**src/rtl/wb_pkg.sv**
```systemverilog
// Shared widths, entry type and constants for the writeback queue.
package wb_pkg;

  localparam int DEF_DATA_W = 32;
  localparam int DEF_ADDR_W = 5;

  typedef struct packed {
    logic [DEF_ADDR_W-1:0] rd;
    logic [DEF_DATA_W-1:0] data;
  } wb_entry_t;

  localparam logic [DEF_ADDR_W-1:0] REG_ZERO = '0;

endpackage

```
**src/rtl/wb_fifo.sv**
```systemverilog
// In-order entry buffer: two ordered push ports, one pop,
// entries exposed oldest-first for the forwarding search.
module wb_fifo
  import wb_pkg::*;
#(
  parameter int DEPTH  = 4,
  parameter int DATA_W = DEF_DATA_W,
  parameter int ADDR_W = DEF_ADDR_W,
  localparam int PW = $clog2(DEPTH),
  localparam int CW = $clog2(DEPTH + 1)
) (
  input  logic              clk,
  input  logic              reset,
  input  logic              push0,
  input  logic [ADDR_W-1:0] push0_rd,
  input  logic [DATA_W-1:0] push0_data,
  input  logic              push1,
  input  logic [ADDR_W-1:0] push1_rd,
  input  logic [DATA_W-1:0] push1_data,
  input  logic              pop,
  output logic [CW-1:0]     count,
  output logic [ADDR_W-1:0] ent_rd [DEPTH],
  output logic [DATA_W-1:0] ent_data [DEPTH],
  output logic [DEPTH-1:0]  ent_valid
);

  logic [PW-1:0]     head;
  logic [PW-1:0]     tail;
  logic [PW-1:0]     slot1;
  logic [ADDR_W-1:0] rd_q   [DEPTH];
  logic [DATA_W-1:0] data_q [DEPTH];

  // push1 lands behind push0 when both are taken
  assign slot1 = tail + PW'(push0);

  always_ff @(posedge clk) begin
    if (reset) begin
      head  <= '0;
      tail  <= '0;
      count <= '0;
    end else begin
      head  <= head + PW'(pop);
      tail  <= tail + PW'(push0) + PW'(push1);
      count <= count + CW'(push0) + CW'(push1)
             - CW'(pop);
    end
    if (push0) begin
      rd_q[tail]   <= push0_rd;
      data_q[tail] <= push0_data;
    end
    if (push1) begin
      rd_q[slot1]   <= push1_rd;
      data_q[slot1] <= push1_data;
    end
  end

  always_comb begin
    for (int i = 0; i < DEPTH; i++) begin
      ent_rd[i]    = rd_q[head + PW'(i)];
      ent_data[i]  = data_q[head + PW'(i)];
      ent_valid[i] = (i < int'(count));
    end
  end

endmodule

```
**src/rtl/wb_queue.sv**
```systemverilog
// Writeback queue: MEM/ALU producers in, one register-file
// write per cycle out, youngest-match forwarding to operand reads.
module wb_queue
  import wb_pkg::*;
#(
  parameter int DEPTH  = 4,
  parameter int DATA_W = DEF_DATA_W,
  parameter int ADDR_W = DEF_ADDR_W,
  localparam int CW = $clog2(DEPTH + 1)
) (
  input  logic              clk,
  input  logic              reset,
  input  logic              mem_valid,
  output logic              mem_ready,
  input  logic [ADDR_W-1:0] mem_rd,
  input  logic [DATA_W-1:0] mem_data,
  input  logic              alu_valid,
  output logic              alu_ready,
  input  logic [ADDR_W-1:0] alu_rd,
  input  logic [DATA_W-1:0] alu_data,
  output logic              rf_we,
  output logic [ADDR_W-1:0] rf_waddr,
  output logic [DATA_W-1:0] rf_wdata,
  input  logic [ADDR_W-1:0] qa_addr,
  input  logic [ADDR_W-1:0] qb_addr,
  output logic              qa_hit,
  output logic              qb_hit,
  output logic [DATA_W-1:0] qa_data,
  output logic [DATA_W-1:0] qb_data,
  output logic [CW-1:0]     pending,
  output logic              idle
);

  localparam logic [ADDR_W-1:0] ZERO = ADDR_W'(REG_ZERO);

  logic [CW-1:0]     count;
  logic [CW:0]       free;
  logic              busy;
  logic              push0;
  logic              push1;
  logic              pop;
  logic [ADDR_W-1:0] ent_rd   [DEPTH];
  logic [DATA_W-1:0] ent_data [DEPTH];
  logic [DEPTH-1:0]  ent_valid;

  assign busy = (count != '0);

  // slots left after this cycle's retire
  assign free = (CW+1)'(DEPTH) - {1'b0, count}
              + {{CW{1'b0}}, busy};

  assign mem_ready = !reset && (free >= (CW+1)'(1));
  assign alu_ready = !reset
                  && ((free >= (CW+1)'(2)) || !mem_valid);

  // rd == 0 completes the handshake but is dropped
  assign push0 = mem_valid && mem_ready && (mem_rd != ZERO);
  assign push1 = alu_valid && alu_ready && (alu_rd != ZERO);
  assign pop   = !reset && busy;

  wb_fifo #(
    .DEPTH  (DEPTH),
    .DATA_W (DATA_W),
    .ADDR_W (ADDR_W)
  ) u_fifo (
    .clk        (clk),
    .reset      (reset),
    .push0      (push0),
    .push0_rd   (mem_rd),
    .push0_data (mem_data),
    .push1      (push1),
    .push1_rd   (alu_rd),
    .push1_data (alu_data),
    .pop        (pop),
    .count      (count),
    .ent_rd     (ent_rd),
    .ent_data   (ent_data),
    .ent_valid  (ent_valid)
  );

  assign rf_we    = !reset && ent_valid[0];
  assign rf_waddr = rf_we ? ent_rd[0] : '0;
  assign rf_wdata = rf_we ? ent_data[0] : '0;

  // ascending scan: the last match is the youngest
  always_comb begin
    qa_hit  = 1'b0;
    qa_data = '0;
    qb_hit  = 1'b0;
    qb_data = '0;
    for (int i = 0; i < DEPTH; i++) begin
      if (!reset && ent_valid[i] && qa_addr != ZERO
          && ent_rd[i] == qa_addr) begin
        qa_hit  = 1'b1;
        qa_data = ent_data[i];
      end
      if (!reset && ent_valid[i] && qb_addr != ZERO
          && ent_rd[i] == qb_addr) begin
        qb_hit  = 1'b1;
        qb_data = ent_data[i];
      end
    end
  end

  assign pending = count;
  assign idle    = !busy;

endmodule

```
**config.mk**
```make
export PLATFORM = sky130hd
export DESIGN_NAME = wb_queue
export DESIGN_NICKNAME = d
export VERILOG_FILES = /design/src/rtl/wb_pkg.sv /design/src/rtl/wb_fifo.sv /design/src/rtl/wb_queue.sv
export SDC_FILE = /design/constraint.sdc
export NUM_CORES = 1
export LEC_CHECK = 0
export ABC_CLOCK_PERIOD_IN_PS = 7190
export CAP_MARGIN = 40
export CELL_PAD_IN_SITES_DETAIL_PLACEMENT = 0
export CELL_PAD_IN_SITES_GLOBAL_PLACEMENT = 1
export CORE_MARGIN = 3
export CORE_UTILIZATION = 44
export DETAILED_ROUTE_END_ITERATION = 16
export PLACE_DENSITY_LB_ADDON = 0.3
export REMOVE_ABC_BUFFERS = 1
export SLEW_MARGIN = 15
export SYNTH_ARGS = -nofsm -noshare
export SYNTH_HDL_FRONTEND = slang
export SYNTH_SLANG_ARGS = --single-unit
```
**constraint.sdc**
```tcl
create_clock -name clk -period 7.19 [get_ports clk]
set_clock_uncertainty 0.15 [all_clocks]
set_input_delay 1.438 -clock clk [delete_from_list [all_inputs] [get_ports clk]]
set_output_delay 1.438 -clock clk [all_outputs]
set_load 0.005 [all_outputs]
```
**Word-level counts from Yosys, hierarchy flattened**

Memory sizes are Yosys's and may differ from the RTL's. A register that Yosys moved wholly into a read port is not among the register bits.
Index checks and enable logic that the tools add are counted.

- Word-level logic and storage cells: 90
- Output and inout port bits: 110
- Bits of input ports: 88
- Memories kept: 2
- RAM bits: 148
- Bits in registers: 7

- Eq/ne operators: 8
- Order comparisons: 6
- Add/subtract/negate cells: 11
- Reduce and logical (&&, ||, !) cells: 36
- Mux-type cells: 24

Memories:

| memory | words | bits a word | read ports | clocked after Yosys merged registers in | wr ports | RTL line | source |
|---|---|---|---|---|---|---|---|
| u_fifo.data_q | 4 | 32 | 4 | 1 | 2 | wb_fifo.sv:31 | `logic [DATA_W-1:0] data_q [DEPTH];` |
| u_fifo.rd_q | 4 | 5 | 4 | 1 | 2 | wb_fifo.sv:30 | `logic [ADDR_W-1:0] rd_q [DEPTH];` |

Operators with widths:

| operator | number |
|---|---|
| $mux W32 | 9 |
| $eq A5 B5 Y1 | 8 |
| $logic_and A1 B1 Y1 | 27 |
| $reduce_bool A5 Y1 | 4 |
| $mux W1 | 12 |
| $add A2 B1 Y2 | 3 |
| $add A3 B1 Y3 | 2 |
| $lt A1 B3 Y1 const A | 2 |
| $lt A2 B3 Y1 const A | 2 |
| $mux W5 | 1 |
| $add A2 B2 Y2 const B | 2 |
| $add A4 B1 Y4 | 1 |
| $ge A4 B1 Y1 const B | 1 |
| $ge A4 B2 Y1 const B | 1 |
| $mux W2 | 2 |
| $sub A3 B3 Y4 const A | 1 |
| $logic_not A1 Y1 | 3 |
| $reduce_bool A3 Y1 | 1 |
| $sub A3 B1 Y3 | 1 |
| $add A2 B1 Y2 const B | 1 |
| $logic_or A1 B1 Y1 | 1 |

**Logic depth before layout (Yosys ltp)**

Gate-level depths: netlist (run 1).

- Depth in word-level cells: 9
- Gate-level depth with buffers: 13
- Gate-level depth less buffers: 11

**By module**

A second synthesis (run 1) with hierarchy kept.

- Cells, all modules: 1104
- Area, all modules: 14086.0 um2

Modules (own cells, without submodules):

| module | area an instance (um2) | sequential area each (um2) | cells an instance | instances |
|---|---|---|---|---|
| wb_fifo | 10274.9 | 4584.4 | 542 | 1 |
| wb_queue | 3811.2 | 0.0 | 562 | 1 |

**Worst setup path before layout (run 1)**

OpenSTA, ideal clock, no wires.

- Path kind: in2reg
- From: input port mem_rd[0]
- To: memory u_fifo.data_q[1][0] (netlist name), enable pin
- Required time: 6.322 ns
- Library setup time: 0.718 ns
- Path buffers: 2
- Arrival: 4.709 ns
- Cell stages on the path: 9
- Path slack: 1.612 ns
- Cell sequence: or3_1 -> o311a_1 -> ha_1 -> xor2_1 -> nor2_1 -> nand2_1 -> clkbuf_1 -> buf_1 -> o21ai_0

RTL lines:

| what | RTL line | source |
|---|---|---|
| start: declaration | wb_queue.sv:15 | `input logic [ADDR_W-1:0] mem_rd,` |
| end: declaration | wb_fifo.sv:31 |  |

**Final worst setup path (run 1)**

- From: input port qb_addr[2]
- To: output port qb_data[22]

- Cells in the longest elaborated chain, start to end: 7
- Elaborated cells between the ends (all ways): 17
- Those cells by class: 4 x eq/ne; 4 x mux; 9 x reduce/logical

RTL lines:

| what | RTL line | source |
|---|---|---|
| start: declaration | wb_queue.sv:25 | `input logic [ADDR_W-1:0] qb_addr,` |
| $reduce_bool A5 Y1 | wb_queue.sv:97 | `if (!reset && ent_valid[i] && qb_addr != ZERO` |
| $logic_and A1 B1 Y1 | wb_queue.sv:97 |  |
| $logic_and A1 B1 Y1 | wb_queue.sv:98 | `&& ent_rd[i] == qb_addr) begin` |
| $mux W32 (3 in series) | wb_queue.sv:97 |  |
| $mux W32 * | wb_queue.sv:97 |  |
| end: declaration | wb_queue.sv:29 | `output logic [DATA_W-1:0] qb_data,` |

Every way passes the cells marked *; elsewhere a longest branch is shown, timed or not.

==> run summary, run 1 <==
At the worst endpoint, the required time is 5.60 ns. The proportion of netlist area held by the largest area contributor is 0.3155. By area the synthesized netlist is led by edfxtp_1 (32%), mux2_2 (17%), mux2i_1 (7.2%), nor2_1 (3.7%), a21oi_1 (3.6%).

Of all cell types, the one taking the most synthesized area is edfxtp_1. The logs give 31710 µm for the post-detailed-placement half-perimeter wirelength and 0 for the DRC violations left. Dividing the detail-routed wire length by the instance count gives 24.81 µm. The area of the core is 31070 µm², and the final estimated routing congestion in global placement is 0.9020. The synthesized design contains 148 enable-type register cells. The critical register-to-register path endpoint was u_fifo.data_q[2][14].

For the number of antenna violations at the first check in global routing, the log shows 2. Dominant register cell in the synthesized netlist: edfxtp_1. The first routing iteration left 1310 violations. The dominant cell by count in the synthesized netlist was mux2_2.

For the peak ir drop on the vdd network, the log shows 219.0 µV. The distinct cell type count after synthesis is 62, and the post-synthesis cell count is 1464. STA classifies the critical path endpoint as an output pin.

The first global-routing pass estimated 75490 µm of wire. The tools report the cell leakage power as 5.747 nW. Before antenna repair, the detailed router went through 6 iterations. Pin placement for this block handled 198 I/O pins. The layout cell share with drive strength beyond 1 was 0.2208; the initial core utilization was 0.4534. After synthesis the netlist holds a flip-flop and latch count of 155.

The setup-violating endpoint count in the final report was 0. Setup repair after global routing left no endpoint under its margin. Of all nets on the critical path, the largest fanout is 17. The total die area was 34200 µm². The run gives 4 as the maximum level of the CTS H-tree. For the pin with the worst max-slew slack, the measured transition is 0.8046 ns. After floorplanning, the core was divided into 64 placement rows. After detailed placement, the design holds a cell count of 1961. Root cell of the clock tree: clkbuf_16. The tools report the critical path endpoint as qb_data[22].

For the total number of vias, the log shows 13220. Yosys printed 0 warnings. Ranked by instance count, the synthesized netlist is headed by mux2_2 (208), edfxtp_1 (148), nor2_1 (138), nand2_1 (115). The critical path launch point was qb_addr[2]. The final layout contains 1684 nets. The CTS clock-pin slew for the worst setup and hold paths works out to 0.07 ns. The number of cells traversed by the worst register-to-register path was 12.

Power density of the placed cells: 279.7 nW/µm². Adding up every negative setup slack in the final design gives 0 ns. Once the clock tree was built, the resizer swapped 0 gates to a different size.

From left edge to right edge, the die measures 184.9 µm. The smallest clock period supported by the final layout is computed as 6.767 ns. The worst setup path is launched from an input port. The share of synthesized flip-flops with an asynchronous set or reset is 0, and the headroom to the max-slew limit is 0.4636. Summed over all layers, the routed wires come to 49500 µm. From synthesis to final layout, the design area changed by 21.87%. The tool flagged a number of max-cap violations equal to 0. The count of final hold-check violations is 0. Port buffering added 197 buffers. The via density per instance was 6.628. The maximum frequency from static timing analysis is 147.8 MHz, and the post-CTS setup buffer count is 0.

The path category of the worst min-delay check was reg2reg. The largest net degree at the start of global routing is 81. In this run the remaining antenna-violating nets after routing total 0.

For the worst endpoint data arrival time, the log shows 5.18 ns. The buffer depth of the longest clock path was 2. The mean instance size in the synthesized netlist was 9.622 µm². The CTS sink count was 155. The total global-route track usage is 0.2836, and the number of diodes added for antenna fixing is 0. The final-report max-slew violation count is 0, and the sequential cell area fraction in the yosys report is 0.3254. For the overall overflow remaining after global route, the log shows 0. The setup path with the least slack is of type in2out. The clock latency on the worst-skew pair was 0.43 ns; the part of the cycle the worst path needs was 0.9412. The flow ran to the end, and the final reports show no timing, DRC or antenna violations. In this run, CTS created clock tree buffers numbering 17.

TritonCTS built the clock tree. For this run, the number of standard cells in the final layout without fillers is 1995. The cell area after synthesis was 14090 µm²; the via count of the first global-routing pass was 13180. For the hold-fix buffer count after cts, the log shows 0.

The worst register-to-register path begins at u_fifo.count[0]. The tools report the register-to-register path setup slack as 2.96 ns. The y dimension of the die is 184.9 µm.
## sequential cells by signal, indices dropped and copies added, names as in the netlist
signal and count:
u_fifo.tail 2, u_fifo.count 3, u_fifo.data_q 128, u_fifo.rd_q 20, u_fifo.head 2
## logic make-up (layout without fill, tap and decap cells)
logic type,Yosys count,after routing,share of synthesized area
flip-flops,155,155,0.3254
adder cells (fa/ha/maj),10,10,0.009948
AO/OA/AOI/OAI,318,318,0.1680
AND/OR/NAND/NOR,425,425,0.1435
XOR/XNOR,43,43,0.02673
buffers and inverters,183,318,0.05569
multiplexers,330,330,0.2707
## how the worst min path moves through the flow
stage	cells past startpoint	to	slack (ns)	start
floorplan	3	u_fifo.tail[1]	0.53	u_fifo.tail[1]
global placement	2	u_fifo.head[1]	0.61	u_fifo.head[1]
detailed placement	2	u_fifo.head[1]	0.62	u_fifo.head[1]
CTS	2	u_fifo.head[1]	0.63	u_fifo.head[1]
global route	2	u_fifo.head[1]	0.69	u_fifo.head[1]
finish	2	u_fifo.head[1]	0.62	u_fifo.head[1]
## layout by cell type (no fill, tap or decap), types with 8 or more instances in the layout
cell             netlist  final
a21oi_1              102    102
a221o_1               29     29
a221oi_1              54     54
a31oi_1               30     30
and2_1                11     11
buf_4                  6     39
clkbuf_16              0     17
clkdlybuf4s50_1        0    197
edfxtp_1             148    148
ha_1                   8      8
inv_1                 40     39
mux2_2               208    208
mux2i_1              102    102
mux4_2                20     20
nand2_1              115    113
nor2_1               138    136
nor2b_1                8      8
nor3_1                36     35
nor4_1                23     23
o2111ai_1             29     29
o21ai_0               16     15
o221a_1               10     10
o221a_2               18     18
or3_1                 59     59
xnor2_1               31     31
xor2_1                12      9
## final cells by class
class | instances | area, µm²
fill | 2771 | 13900
timing repair buffer | 246 | 2485
clock buffer | 20 | 436.7
inverter | 40 | 151.4
sequential | 155 | 4592
clock inverter | 12 | 137.6
multi-input combinational | 1126 | 8870
tap | 396 | 495.5
## critical path, stage by stage
cell and delay (ns):
clkdlybuf4s50_1 0.68, nor4_1 0.12, or3_1 0.37, a22oi_4 0.45, nand2_1 0.19, a21oi_4 0.63
buf_4 0.30, o2111ai_1 0.11, a31oi_1 0.31, clkdlybuf4s50_1 0.57
## metrics by stage
stage                     power (mW)  area (µm²)  worst slack [ns]    util  hold WS (ns)
after floorplan                3.017       13450            -4.121       -        0.5285
after detailed placement       3.838       16550            0.4996  0.5327        0.6212
after CTS                      4.764       17130            0.5033  0.5512        0.6308
after global placement         3.764       16430            0.5394  0.5289        0.6076
final                          4.802       17170            0.4230  0.5526        0.6203
after global routing           5.073       17170            0.3233  0.5526        0.6900
## power breakdown
| part | switching [mW] | internal, mW |
|---|---|---|
| Sequential | 0.133 | 1.15 |
| Combinational | 1.47 | 1.11 |
| Clock | 0.413 | 0.517 |
| Total | 2.02 | 2.78 |
## metal layers
metal | share of wire | wire [µm] | global-route usage
met5 | 0.00057 | 28 | 0
met4 | 0.034 | 1678 | 0.1215
met3 | 0.085 | 4184 | 0.04713
met2 | 0.47 | 23160 | 0.4589
met1 | 0.41 | 20450 | 0.3770
Power figures use the tool's default switching activity.
==> run 2, diff against run 1 <==
- SKIP_CTS_REPAIR_TIMING: not set -> 1
==> results of run 2 <==
No change in the layout: final DEF, timing and power equal those of run 1.
==> run 3, diff against run 2 <==
- SKIP_CTS_REPAIR_TIMING: 1 -> not set
==> results of run 3 <==
No change in the layout: final DEF, timing and power equal those of run 1.
